`src/rtl/adder_pkg.sv`:
```
// Shared constants and helpers for the segmented pipelined adder.
// The optional overflow output is controlled by PIPE_ADDER_OVF_EN.
package adder_pkg;

   localparam int DEF_WIDTH = 32;
   localparam int DEF_SEG   = 8;

   function automatic int stages_of(input int width, input int seg);
      return width / seg;
   endfunction

   // Legal configurations split the operand into whole segments.
   function automatic bit width_ok(input int width, input int seg);
      return (seg > 0) && (width >= seg) && ((width % seg) == 0);
   endfunction

endpackage

```
`src/rtl/pipe_adder_if.sv`:
```
// Operand/result bundle for pipe_adder. The ovf signal exists only when
// PIPE_ADDER_OVF_EN is defined.
interface pipe_adder_if #(
   parameter int WIDTH = 32
);
   // Each side transfers a beat on a cycle where valid && ready are both high.
   // A valid producer holds its beat stable until that transfer happens.
   logic             in_valid;
   logic             in_ready;
   logic [WIDTH-1:0] a;
   logic [WIDTH-1:0] b;
   logic             ci;
   logic             out_valid;
   logic             out_ready;
   logic [WIDTH-1:0] s;
   logic             co;
`ifdef PIPE_ADDER_OVF_EN
   logic             ovf;
`endif

   modport master (
      output in_valid, a, b, ci, out_ready,
`ifdef PIPE_ADDER_OVF_EN
      input  ovf,
`endif
      input  in_ready, out_valid, s, co
   );

   modport slave (
      input  in_valid, a, b, ci, out_ready,
`ifdef PIPE_ADDER_OVF_EN
      output ovf,
`endif
      output in_ready, out_valid, s, co
   );

endinterface

```
`src/rtl/seg_adder.sv`:
```
// SEG-bit combinational bit-ripple adder; one instance per pipe_adder stage.
module seg_adder #(
   parameter int SEG = 8
) (
   input  logic [SEG-1:0] a,
   input  logic [SEG-1:0] b,
   input  logic           ci,
   output logic [SEG-1:0] s,
   output logic           co
);

   logic [SEG:0] c;

   always_comb begin
      c    = '0;
      s    = '0;
      c[0] = ci;
      for (int i = 0; i < SEG; i++) begin
         s[i]   = a[i] ^ b[i] ^ c[i];
         c[i+1] = (a[i] & b[i]) | (c[i] & (a[i] ^ b[i]));
      end
   end

   assign co = c[SEG];

endmodule

```
`src/rtl/pipe_adder.sv`:
```
// pipe_adder: valid/ready pipelined adder, one SEG-bit slice added per stage.
// Define PIPE_ADDER_OVF_EN to add a registered signed-overflow output (io.ovf).
module pipe_adder
   import adder_pkg::*;
#(
   parameter int WIDTH = DEF_WIDTH,
   parameter int SEG   = DEF_SEG
) (
   input  logic       clk,
   input  logic       rst_n,
   pipe_adder_if.slave io
);

   localparam int STAGES = stages_of(WIDTH, SEG);
   localparam int LAST   = STAGES - 1;

   if (!width_ok(WIDTH, SEG)) begin : g_bad_cfg
      $error("pipe_adder: WIDTH must be a positive multiple of SEG");
   end

   logic [STAGES-1:0] vld;
   logic [STAGES-1:0] cy;
   logic [STAGES-1:0] adv;
   logic [STAGES-1:0] load;
   logic [STAGES-1:0] cin;
   logic              rdy;
   logic [WIDTH-1:0]  sum_q [STAGES];
   logic [WIDTH-1:0]  a_q   [STAGES];
   logic [WIDTH-1:0]  b_q   [STAGES];
   logic [WIDTH-1:0]  in_a  [STAGES];
   logic [WIDTH-1:0]  in_b  [STAGES];
   logic [WIDTH-1:0]  sum_n [STAGES];
   logic [SEG-1:0]    op_a  [STAGES];
   logic [SEG-1:0]    op_b  [STAGES];
   logic [SEG-1:0]    seg_s [STAGES];
   logic              seg_c [STAGES];

   // Stall chain runs from the output back to the input, so in_ready is
   // combinational from out_ready and a full pipeline can pop and fill together.
   always_comb begin
      adv       = '0;
      load      = '0;
      adv[LAST] = vld[LAST] && io.out_ready;
      for (int k = LAST - 1; k >= 0; k--) begin
         adv[k] = vld[k] && (!vld[k+1] || adv[k+1]);
      end
      rdy     = !vld[0] || adv[0];
      load[0] = io.in_valid && rdy;
      for (int k = 1; k < STAGES; k++) begin
         load[k] = adv[k-1];
      end
   end

   assign io.in_ready = rdy;

   always_comb begin
      in_a[0] = io.a;
      in_b[0] = io.b;
      cin[0]  = io.ci;
      for (int k = 1; k < STAGES; k++) begin
         in_a[k] = a_q[k-1];
         in_b[k] = b_q[k-1];
         cin[k]  = cy[k-1];
      end
      for (int k = 0; k < STAGES; k++) begin
         op_a[k] = in_a[k][k*SEG +: SEG];
         op_b[k] = in_b[k][k*SEG +: SEG];
      end
   end

   for (genvar k = 0; k < STAGES; k++) begin : g_seg
      seg_adder #(.SEG(SEG)) u_add (
         .a  (op_a[k]),
         .b  (op_b[k]),
         .ci (cin[k]),
         .s  (seg_s[k]),
         .co (seg_c[k])
      );
   end

   // Each stage keeps the lower sum segments from upstream and inserts its own.
   always_comb begin
      sum_n[0]          = '0;
      sum_n[0][SEG-1:0] = seg_s[0];
      for (int k = 1; k < STAGES; k++) begin
         sum_n[k]                = sum_q[k-1];
         sum_n[k][k*SEG +: SEG]  = seg_s[k];
      end
   end

   always_ff @(posedge clk or negedge rst_n) begin
      if (!rst_n) begin
         vld <= '0;
         cy  <= '0;
         for (int k = 0; k < STAGES; k++) begin
            sum_q[k] <= '0;
            a_q[k]   <= '0;
            b_q[k]   <= '0;
         end
      end else begin
         for (int k = 0; k < STAGES; k++) begin
            if (load[k]) begin
               vld[k]   <= 1'b1;
               cy[k]    <= seg_c[k];
               sum_q[k] <= sum_n[k];
               a_q[k]   <= in_a[k];
               b_q[k]   <= in_b[k];
            end else if (adv[k]) begin
               vld[k] <= 1'b0;
            end
         end
      end
   end

   assign io.out_valid = vld[LAST];
   assign io.s         = sum_q[LAST];
   assign io.co        = cy[LAST];

`ifdef PIPE_ADDER_OVF_EN
   logic msb_c;
   logic msb_c_q;

   // Carry into the top bit, recovered from the final slice's sum bit.
   assign msb_c = seg_s[LAST][SEG-1] ^ op_a[LAST][SEG-1] ^ op_b[LAST][SEG-1];

   always_ff @(posedge clk or negedge rst_n) begin
      if (!rst_n) begin
         msb_c_q <= 1'b0;
      end else if (load[LAST]) begin
         msb_c_q <= msb_c;
      end
   end

   assign io.ovf = msb_c_q ^ cy[LAST];
`endif

endmodule
```
`src/flat_wrapper.sv`:
```
// flat-port wrapper written by rule: the top's interface ports become plain ports
module pipe_adder_flat import adder_pkg::*;
#(
   parameter int WIDTH = DEF_WIDTH,
   parameter int SEG   = DEF_SEG
)
  (clk, rst_n, io_in_valid, io_a, io_b, io_ci, io_out_ready, io_in_ready, io_out_valid, io_s, io_co);
  pipe_adder_if #(.WIDTH(WIDTH)) io_i ();
  input  logic clk;
  input  logic rst_n;
  input wire logic [$bits(io_i.in_valid)-1:0] io_in_valid;
  input wire logic [$bits(io_i.a)-1:0] io_a;
  input wire logic [$bits(io_i.b)-1:0] io_b;
  input wire logic [$bits(io_i.ci)-1:0] io_ci;
  input wire logic [$bits(io_i.out_ready)-1:0] io_out_ready;
  output wire logic [$bits(io_i.in_ready)-1:0] io_in_ready;
  output wire logic [$bits(io_i.out_valid)-1:0] io_out_valid;
  output wire logic [$bits(io_i.s)-1:0] io_s;
  output wire logic [$bits(io_i.co)-1:0] io_co;
  assign io_i.in_valid = io_in_valid;
  assign io_i.a = io_a;
  assign io_i.b = io_b;
  assign io_i.ci = io_ci;
  assign io_i.out_ready = io_out_ready;
  assign io_in_ready = io_i.in_ready;
  assign io_out_valid = io_i.out_valid;
  assign io_s = io_i.s;
  assign io_co = io_i.co;
  pipe_adder #(.WIDTH(WIDTH), .SEG(SEG)) u_core (.clk(clk), .rst_n(rst_n), .io(io_i));
endmodule
```
`config.mk`:
```
export PLATFORM = sky130hd
export DESIGN_NAME = pipe_adder_flat
export DESIGN_NICKNAME = d
export VERILOG_FILES = /design/src/rtl/adder_pkg.sv /design/src/rtl/pipe_adder_if.sv /design/src/rtl/seg_adder.sv /design/src/rtl/pipe_adder.sv /design/src/flat_wrapper.sv
export SDC_FILE = /design/constraint.sdc
export NUM_CORES = 1
export LEC_CHECK = 0
export ABC_AREA = 1
export BUFFER_PORTS_ARGS = -buffer_cell sky130_fd_sc_hd__buf_4
export CAP_MARGIN = 10
export CORE_AREA = 10 10 125 127
export CTS_CLUSTER_SIZE = 30
export DETAILED_ROUTE_END_ITERATION = 12
export DIE_AREA = 0 0 135 137
export GPL_TIMING_DRIVEN = 0
export PLACE_DENSITY = 0.92
export SLEW_MARGIN = 40
export SYNTH_ARGS = -nofsm -noshare
export SYNTH_HDL_FRONTEND = slang
export SYNTH_SLANG_ARGS = --single-unit
```
`constraint.sdc`:
```
create_clock -name clk -period 8.4 [get_ports clk]
set_input_delay 0.84 -clock clk [delete_from_list [all_inputs] [get_ports clk]]
set_output_delay 0.84 -clock clk [all_outputs]
set_load 0.05 [all_outputs]
```
Word-level counts from Yosys, hierarchy flattened
Cells that the tools add are included.

Flip-flop bits (word level): 280. Word-level logic and storage cells: 203.

Mux-type cells: 8. Reductions and logical operators: 17. Bitwise operators: 160.

Operator list (number): AND 1 bit (64); bitwise XOR 1 bit (64); OR 1 bit (32); 2-to-1 mux 1 bit (8); nonzero test 2 bit (4); logical AND 1 bit (5); logical NOT 1 bit (4); logical OR 1 bit (4).

Depth between registers and ports, before layout
Gate-level depths: netlist of the first run.

Depth in word-level cells: 17. Gate-level depth with buffers: 14. Gate-level depth less buffers: 14.

Modules after synthesis
From an unflattened synthesis of the first run, not the netlist that was laid out.

Cells, all modules: 858. Area, all modules: 7986.4 um^2.

Modules (own cells, without submodules): pipe_adder (cells an instance 786, instances 1, seq. area each 4604.4 um^2, area an instance 7195.7 um^2); seg_adder (cells an instance 18, instances 4, seq. area each 0.0 um^2, area an instance 197.7 um^2).

Worst setup path after synthesis of the first run
Ideal clock, no wire load.

Path kind: input port to flip-flop. From: in io_ci. To: reg u_core.sum_q (netlist bit u_core.sum_n[71]). Setup slack: 4343 ps. Stages: 14. Path buffers: 0. Data arrival time: 3992 ps. Path through: fa_1 > inv_1 > fa_1 > inv_1 > fa_1 > fa_1 > fa_1 > fa_1 > fa_1 > inv_1 > fa_1 > inv_1 > nand3_1 > nand2_1.

Longest elaborated chain between the ends: 15.

Ends and longest elaborated chain: start: declaration (RTL line flat_wrapper.sv:14) `input wire logic [$bits(io_i.ci)-1:0] io_ci;`; AND 1 bit (RTL line seg_adder.sv:20) `c[i+1] = (a[i] & b[i]) | (c[i] & (a[i] ^ b[i]));`; OR 1 bit (RTL line seg_adder.sv:20); AND 1 bit (RTL line seg_adder.sv:20); OR 1 bit (RTL line seg_adder.sv:20); AND 1 bit (RTL line seg_adder.sv:20); OR 1 bit (RTL line seg_adder.sv:20); AND 1 bit (RTL line seg_adder.sv:20); OR 1 bit (RTL line seg_adder.sv:20); AND 1 bit (RTL line seg_adder.sv:20); OR 1 bit (RTL line seg_adder.sv:20); AND 1 bit (RTL line seg_adder.sv:20); OR 1 bit (RTL line seg_adder.sv:20); AND 1 bit (RTL line seg_adder.sv:20); OR 1 bit (RTL line seg_adder.sv:20); bitwise XOR 1 bit (RTL line seg_adder.sv:19) `s[i] = a[i] ^ b[i] ^ c[i];`; end signal: indexed assignment (RTL line pipe_adder.sv:105) `sum_q[k] <= sum_n[k];`; end: declaration (RTL line pipe_adder.sv:27) `logic [WIDTH-1:0] sum_q [STAGES];`.

No other way between the ends. A chain may end at the register's enable or synchronous reset.

Worst setup path in the final report of the first run
From: reg u_core.cy[2]. To: reg u_core.sum_q (netlist bit u_core.io.s[31]).

Longest elaborated chain between the ends: 15.

Ends and longest elaborated chain: start: declaration (RTL line pipe_adder.sv:22) `logic [STAGES-1:0] cy;`; start signal: indexed assignment (RTL line pipe_adder.sv:104) `cy[k] <= seg_c[k];`; AND 1 bit (RTL line seg_adder.sv:20); OR 1 bit (RTL line seg_adder.sv:20); AND 1 bit (RTL line seg_adder.sv:20); OR 1 bit (RTL line seg_adder.sv:20); AND 1 bit (RTL line seg_adder.sv:20); OR 1 bit (RTL line seg_adder.sv:20); AND 1 bit (RTL line seg_adder.sv:20); OR 1 bit (RTL line seg_adder.sv:20); AND 1 bit (RTL line seg_adder.sv:20); OR 1 bit (RTL line seg_adder.sv:20); AND 1 bit (RTL line seg_adder.sv:20); OR 1 bit (RTL line seg_adder.sv:20); AND 1 bit (RTL line seg_adder.sv:20); OR 1 bit (RTL line seg_adder.sv:20); bitwise XOR 1 bit (RTL line seg_adder.sv:19).

No other way between the ends.

==> results of run 1 <==
-- kinds of logic (layout without fill, tap and decap cells) --
logic type | count (synthesis) | count (layout) | share of synthesized area [%]
simple gates | 526 | 526 | 28.0
flops | 184 | 184 | 58.0
buf+inv | 88 | 225 | 5.08
fa+ha+maj | 32 | 32 | 8.07
compound gates | 13 | 13 | 0.820
-- path summary, 6_finish.rpt --
check                                 from         endpoint  slack (ps)  cells past startpoint
setup / recovery              u_core.cy[2]  u_core.io.s[31]        4170                     12
hold / removal                       rst_n  u_core.a_q[107]         250                      1
setup reg to reg              u_core.cy[2]  u_core.io.s[31]        4170                     12
hold reg to reg            u_core.io.s[29]  u_core.io.s[29]         470                      2
max in group asynchronous            rst_n   u_core.a_q[56]        7500                      2
min in group clk           u_core.io.s[29]  u_core.io.s[29]         470                      2
-- final cells by class --
type | instances | area share (%)
Inverter | 33 | 1.29
Sequential cell | 184 | 48.1
Buffer | 55 | 2.92
Clock buffer | 18 | 4.48
Clock inverter | 14 | 1.57
Multi-Input combinational cell | 571 | 30.6
Tap cell | 176 | 2.30
Timing Repair Buffer | 105 | 8.73
-- layout by cell type, fill, tap and decap left out, drive strengths merged --
cell type,n
clkbuf,36
buf,142
dfrtp,184
bufinv,2
nand2,352
nand3,168
nor2,5
o21ai,9
fa,32
nand4,1
clkinvlp,3
inv,36
a21oi,4
clkinv,6
-- registers in the layout, summed over array words and instances (netlist names) --
name / count
u_core.b_q: 48
u_core.sum_n: 48
u_core.vld: 4
u_core.io.s: 32
u_core.a_q: 48
u_core.cy: 4
-- critical path: stages, from the launching register on --
cell and delay, ps:
dfrtp_1 410, fa_1 430, inv_1 110, fa_1 180, inv_1 60, fa_1 470
fa_1 470, fa_1 460, fa_1 470, fa_1 440, inv_1 110, fa_1 390
o21ai_0 160
-- where the power goes --
group / switching (W) / internal [W]
Sequential: 0.000190 / 0.00118
Clock: 0.000336 / 0.000440
Combinational: 0.000819 / 0.000415
-- stage by stage --
| stage | power [W] | util, % | std cells |
|---|---|---|---|
| 2_1_floorplan | 0.00218 | - | 843 |
| 3_3_place_gp | 0.00251 | 68.2 | 1122 |
| 3_5_place_dp | 0.00258 | 68.7 | 1124 |
| 4_1_cts | 0.00339 | 73.1 | 1156 |
| 5_1_grt | 0.00360 | 73.1 | 1156 |
| 6_report | 0.00338 | 73.1 | 1156 |
-- layer usage --
layer  global-route usage (%)  vias to the layer above  share of wire, %  wire length (µm)
met1                     26.2                     2995                41              7800
met4                     8.49                        0               2.4               452
met5                        0                        -                 0                 0
met3                     4.40                       45               5.7              1070
li1                         -                     2920                 -                 -
met2                     37.0                      265                51              9560
-- cell usage after synthesis (3+ instances only) --
cell type / count
inv_1: 33
nand3_1: 168
buf_1: 6
nand2_1: 347
clkbuf_1: 18
buf_4: 6
fa_1: 32
nand2_2: 5
nor2_1: 4
buf_6: 3
dfrtp_1: 184
buf_2: 22
a21oi_1: 4
o21ai_0: 9
==> metrics.txt, run 1 <==
number of max-cap violations 0; Peak Freq 237 MHz; max_slew headroom 69.3%; full die area 0.0185 mm²; final setup fails 0; Core ar. 0.0131 mm²; worst-skew pair later-pin latency between 400 and 500 ps; GRT Total Usage 21.5%; synth warn 0; synthesized area roughly 0.0079 mm²; DR pass1 iterations 5; Synth Flop Type dfrtp_1; Post-Route WL 18900 µm; Die Height around 140 µm; I/O Pins 104; Mean Syn Cell Area 9.41 µm²; Starting Density between 60% and 70%; Post-Synthesis Cells ~840; clk sink count 184; Rows 42; post-synthesis cell type count 16; Root Driver clkbuf_16; register area 0.00460 mm²; layout cell share with drive strength beyond 1 between 10% and 20%; DRC errors left 0; TritonCTS clock tree built; placer congestion estimate ~0.82; Area Growth Syn to Fin 20.6%; design area around 0.0096 mm²; drt initial violations 612; first-pass GRT wire length about 32000 µm; Routed Antenna Nets 0; cell taking the most area after synthesis dfrtp_1; DR WL/cell between 15 and 20 µm; DP HPWL 13200 µm; RSZ-0062 raised after global routing no; WP data arrival 4570 ps; grt ovf 0; register area share after synthesis 58.0%; Peak VDD IR about 0.00015 V; CTS H-tree depth 4; Vias 6225; vias per cell 5.38; crit-path max FO 2; Post-synth EDFFs 0; asr flop ratio synth between 90% and 100%; Synthesized Nets approximately 940; Synth top area share 58.0%; clock buffer depth 2; hold buffer count at CTS 0; setup_tns 0 ps; ant diodes 0; Worst EP required a little under 9000 ps; Area after DPL about 0.009 mm²; clock slew at reported path FFs 70 ps; part of the cycle the worst path needs 50.3%; Setup CP Type reg2reg; Hold WC Path Type in2async; largest net degree at the start of global routing 82; crit path launch type register; Seq cells post-synth between 150 and 200; antenna violations before repair 0; worst setup margin 4170 ps; worst slew pin tran 460 ps; vias in the first global route 6494; nets 1068; final number of max-transition violations 0; PwrDens 354 mW/mm²; # Post-CTS Setup Buffers 0; Num CTS Buffers 17; multi-input logic area 0.00293 mm²; filler cell count around 800; DIE WIDTH 135 µm; WHS ~250 ps; cts repair resizes 0; largest cells by area after synthesis dfrtp_1 (58%), nand2_1 (16%), nand3_1 (11%); Final Hold Fails 0; clk_skew 5.12 ps; Leak Pwr 5.14 nW; pre-CTS setup slack 4020 ps; IO buf count 103; fin crit period between 4000 and 5000 ps; status finished, final reports clean; Worst setup EP type register
No activity file was read; power rests on OpenSTA's default activity.
==> run 2: changes to the inputs <==
--- a/config.mk
+++ b/config.mk
@@ -5,15 +5,15 @@
 export SDC_FILE = /design/constraint.sdc
 export NUM_CORES = 1
 export LEC_CHECK = 0
-export ABC_AREA = 1
+export ABC_AREA = 0
 export BUFFER_PORTS_ARGS = -buffer_cell sky130_fd_sc_hd__buf_4
 export CAP_MARGIN = 10
-export CORE_AREA = 10 10 125 127
+export CORE_AREA = 10 10 128 130
 export CTS_CLUSTER_SIZE = 30
 export DETAILED_ROUTE_END_ITERATION = 12
-export DIE_AREA = 0 0 135 137
+export DIE_AREA = 0 0 138 140
 export GPL_TIMING_DRIVEN = 0
-export PLACE_DENSITY = 0.92
+export PLACE_DENSITY = 0.87
 export SLEW_MARGIN = 40
 export SYNTH_ARGS = -nofsm -noshare
 export SYNTH_HDL_FRONTEND = slang
==> constraint.sdc (replaced) <==
create_clock -name clk -period 4.4 [get_ports clk]
set_input_delay 0.44 -clock clk [delete_from_list [all_inputs] [get_ports clk]]
set_output_delay 0.44 -clock clk [all_outputs]
set_load 0.05 [all_outputs]
==> run 2 against run 1 <==
Net effect:
- register-to-register slack worse by 4000 ps
- cell count is 32% lower
- sequential share of layout area is 0.86 points higher
- first-iteration DRC count is 65% lower
- core utilization is 4.9 points lower
- wire length is 18% lower
- highest routed layer unchanged
==> metrics.txt, run 2 <==
status finished, final reports clean; Core ar. 0.0138 mm²; cell taking the most area after synthesis dfrtp_1; worst-skew pair later-pin latency 420 ps; Starting Density 55.9%; pre-CTS setup slack 187 ps; largest net degree at the start of global routing 82; Routed Antenna Nets 0; full die area 0.0193 mm²; final number of max-transition violations 0; part of the cycle the worst path needs a little over nine tenths; Synthesized Nets about 570; asr flop ratio synth 100%; synthesized area 0.00770 mm²; synth warn 0; DP HPWL 11100 µm; layout cell share with drive strength beyond 1 53.5%; final setup fails 0; Setup CP Type reg2reg; PwrDens 681 mW/mm²; crit-path max FO 2; Vias 4114; clk_skew between 4 and 5 ps; Post-synth EDFFs 0; most frequent cells in the layout dfrtp_1 (184), mux2_2 (139), buf_4 (102); antenna violations before repair 0; ant diodes 0; RR Startpoint u_core.cy[0]; Num CTS Buffers 17; Synth Flop Type dfrtp_1; worst slew pin tran around 380 ps; Post-Synthesis Cells between 400 and 500; worst r2r dst u_core.sum_n[47]; Worst R2R Path Depth 12; Post-Route WL approximately 16000 µm; CTS H-tree depth 4; filler cell count 925; Hold WC Path Type in2reg; DR pass1 iterations 4; worst setup margin 217 ps; Root Driver clkbuf_16; Mean Syn Cell Area around 16 µm²; Leak Pwr 4.36 nW; max_slew headroom 74.4%; DIE WIDTH 138 µm; Final Hold Fails 0; Worst setup EP type register; nets around 700; fin crit period 4180 ps; RSZ-0062 raised after global routing no; crit path launch type register; vias per cell roughly 5.2; drt initial violations 215; setup_tns 0 ps; Hold Path Depth 2; WP data arrival 4520 ps; placer congestion estimate 0.752; Die Height roughly 140 µm; Seq cells post-synth 184; clk sink count 184; IO buf count 103; clock slew at reported path FFs approximately 70 ps; most frequent cells after synthesis dfrtp_1 (184), mux2_2 (139), inv_1 (38); Peak VDD IR 0.000332 V; TritonCTS clock tree built; Synth top area share between 50 and 60%; post-synthesis cell type count 15; largest cells by area after synthesis dfrtp_1 (60%), mux2_2 (20%), fa_1 (8.3%); R2R Setup Slk ~220 ps; DRC errors left 0; endpoint of the worst hold path u_core.vld[0]; Rows 43; clock buffer depth 2; WHS 225 ps; first-pass GRT wire length 25500 µm; I/O Pins 104; # Post-CTS Setup Buffers 0; Area Growth Syn to Fin 22.1%; vias in the first global route 4761; grt ovf 0; HP Start io_in_valid; register area share after synthesis approximately three fifths; DR WL/cell 19.8 µm; GRT Total Usage 16.8%; most common cell in the netlist dfrtp_1; number of max-cap violations 0; most common cell after layout, fill and taps aside dfrtp_1; Worst EP required 4740 ps; Peak Freq 239 MHz
run 2: kinds of logic (layout without fill, tap and decap cells):
logic type      count (synthesis)  after routing  share of synthesized area [%]
simple gates                   12             12                          0.959
flops                         184            184                           59.8
fa+ha+maj                      32             32                           8.32
compound gates                 11             11                          0.796
buf+inv                        56            194                           3.35
mux                           175            175                           26.8
run 2: stage by stage:
stage                     total power [W]  cells  cell area, µm²  util (%)
after floorplan                   0.00409    470            7700         -
after global placement            0.00468    753            8700      63.1
after detailed placement          0.00484    755            8760      63.6
after CTS                         0.00648    788            9400      68.2
after global routing              0.00676    788            9400      68.3
final                             0.00641    788            9400      68.3
run 2: critical path: stages, from the launching register on:
cell and delay [ps]:
dfrtp_1 410, fa_1 420, inv_1 90, fa_1 170
inv_1 60, fa_1 460, fa_1 480, fa_1 470
fa_1 470, fa_1 430, inv_1 90, fa_1 390
o21ai_0 170
run 2: worst max-delay path by stage:
stage | start | endpoint | depth (start not counted)
floorplan | u_core.cy[0] | u_core.sum_n[47] | 12
global placement | u_core.cy[1] | u_core.sum_n[23] | 12
detailed placement | u_core.cy[1] | u_core.sum_n[23] | 12
CTS | u_core.cy[1] | u_core.sum_n[23] | 12
global route | u_core.cy[0] | u_core.sum_n[47] | 12
finish | u_core.cy[0] | u_core.sum_n[47] | 12
run 2: final cells by class:
type / count / area [µm²] / share of cell area, %
Sequential cell: 184 / 4600 / 49.0
Multi-Input combinational cell: 230 / 2840 / 30.2
Timing Repair Buffer: 106 / 846 / 9.00
Clock buffer: 17 / 425 / 4.52
Tap cell: 180 / 225 / 2.40
Clock inverter: 15 / 203 / 2.16
Inverter: 38 / 143 / 1.52
Buffer: 18 / 115 / 1.22
run 2: power by group:
| group | switching, W | internal [W] |
|---|---|---|
| logic | 0.00119 | 0.000977 |
| clock network | 0.000639 | 0.000952 |
| registers | 0.000362 | 0.00229 |
| total | 0.00219 | 0.00422 |
run 2: timing repair:
item                                    CTS  global route
hold endpoints to repair                 30             0
hold buffers                              1             0
resized for setup                         0             2
endpoints found under the setup margin    0             1
run 2: metal layers:
layer | up-vias | GRT usage [%] | wire length (µm)
met3 | 22 | 4.23 | 522
li1 | 1838 | - | -
met4 | 0 | 6.99 | 312
met1 | 2166 | 19.1 | 6250
met5 | - | 0 | 0
met2 | 88 | 29.4 | 8480
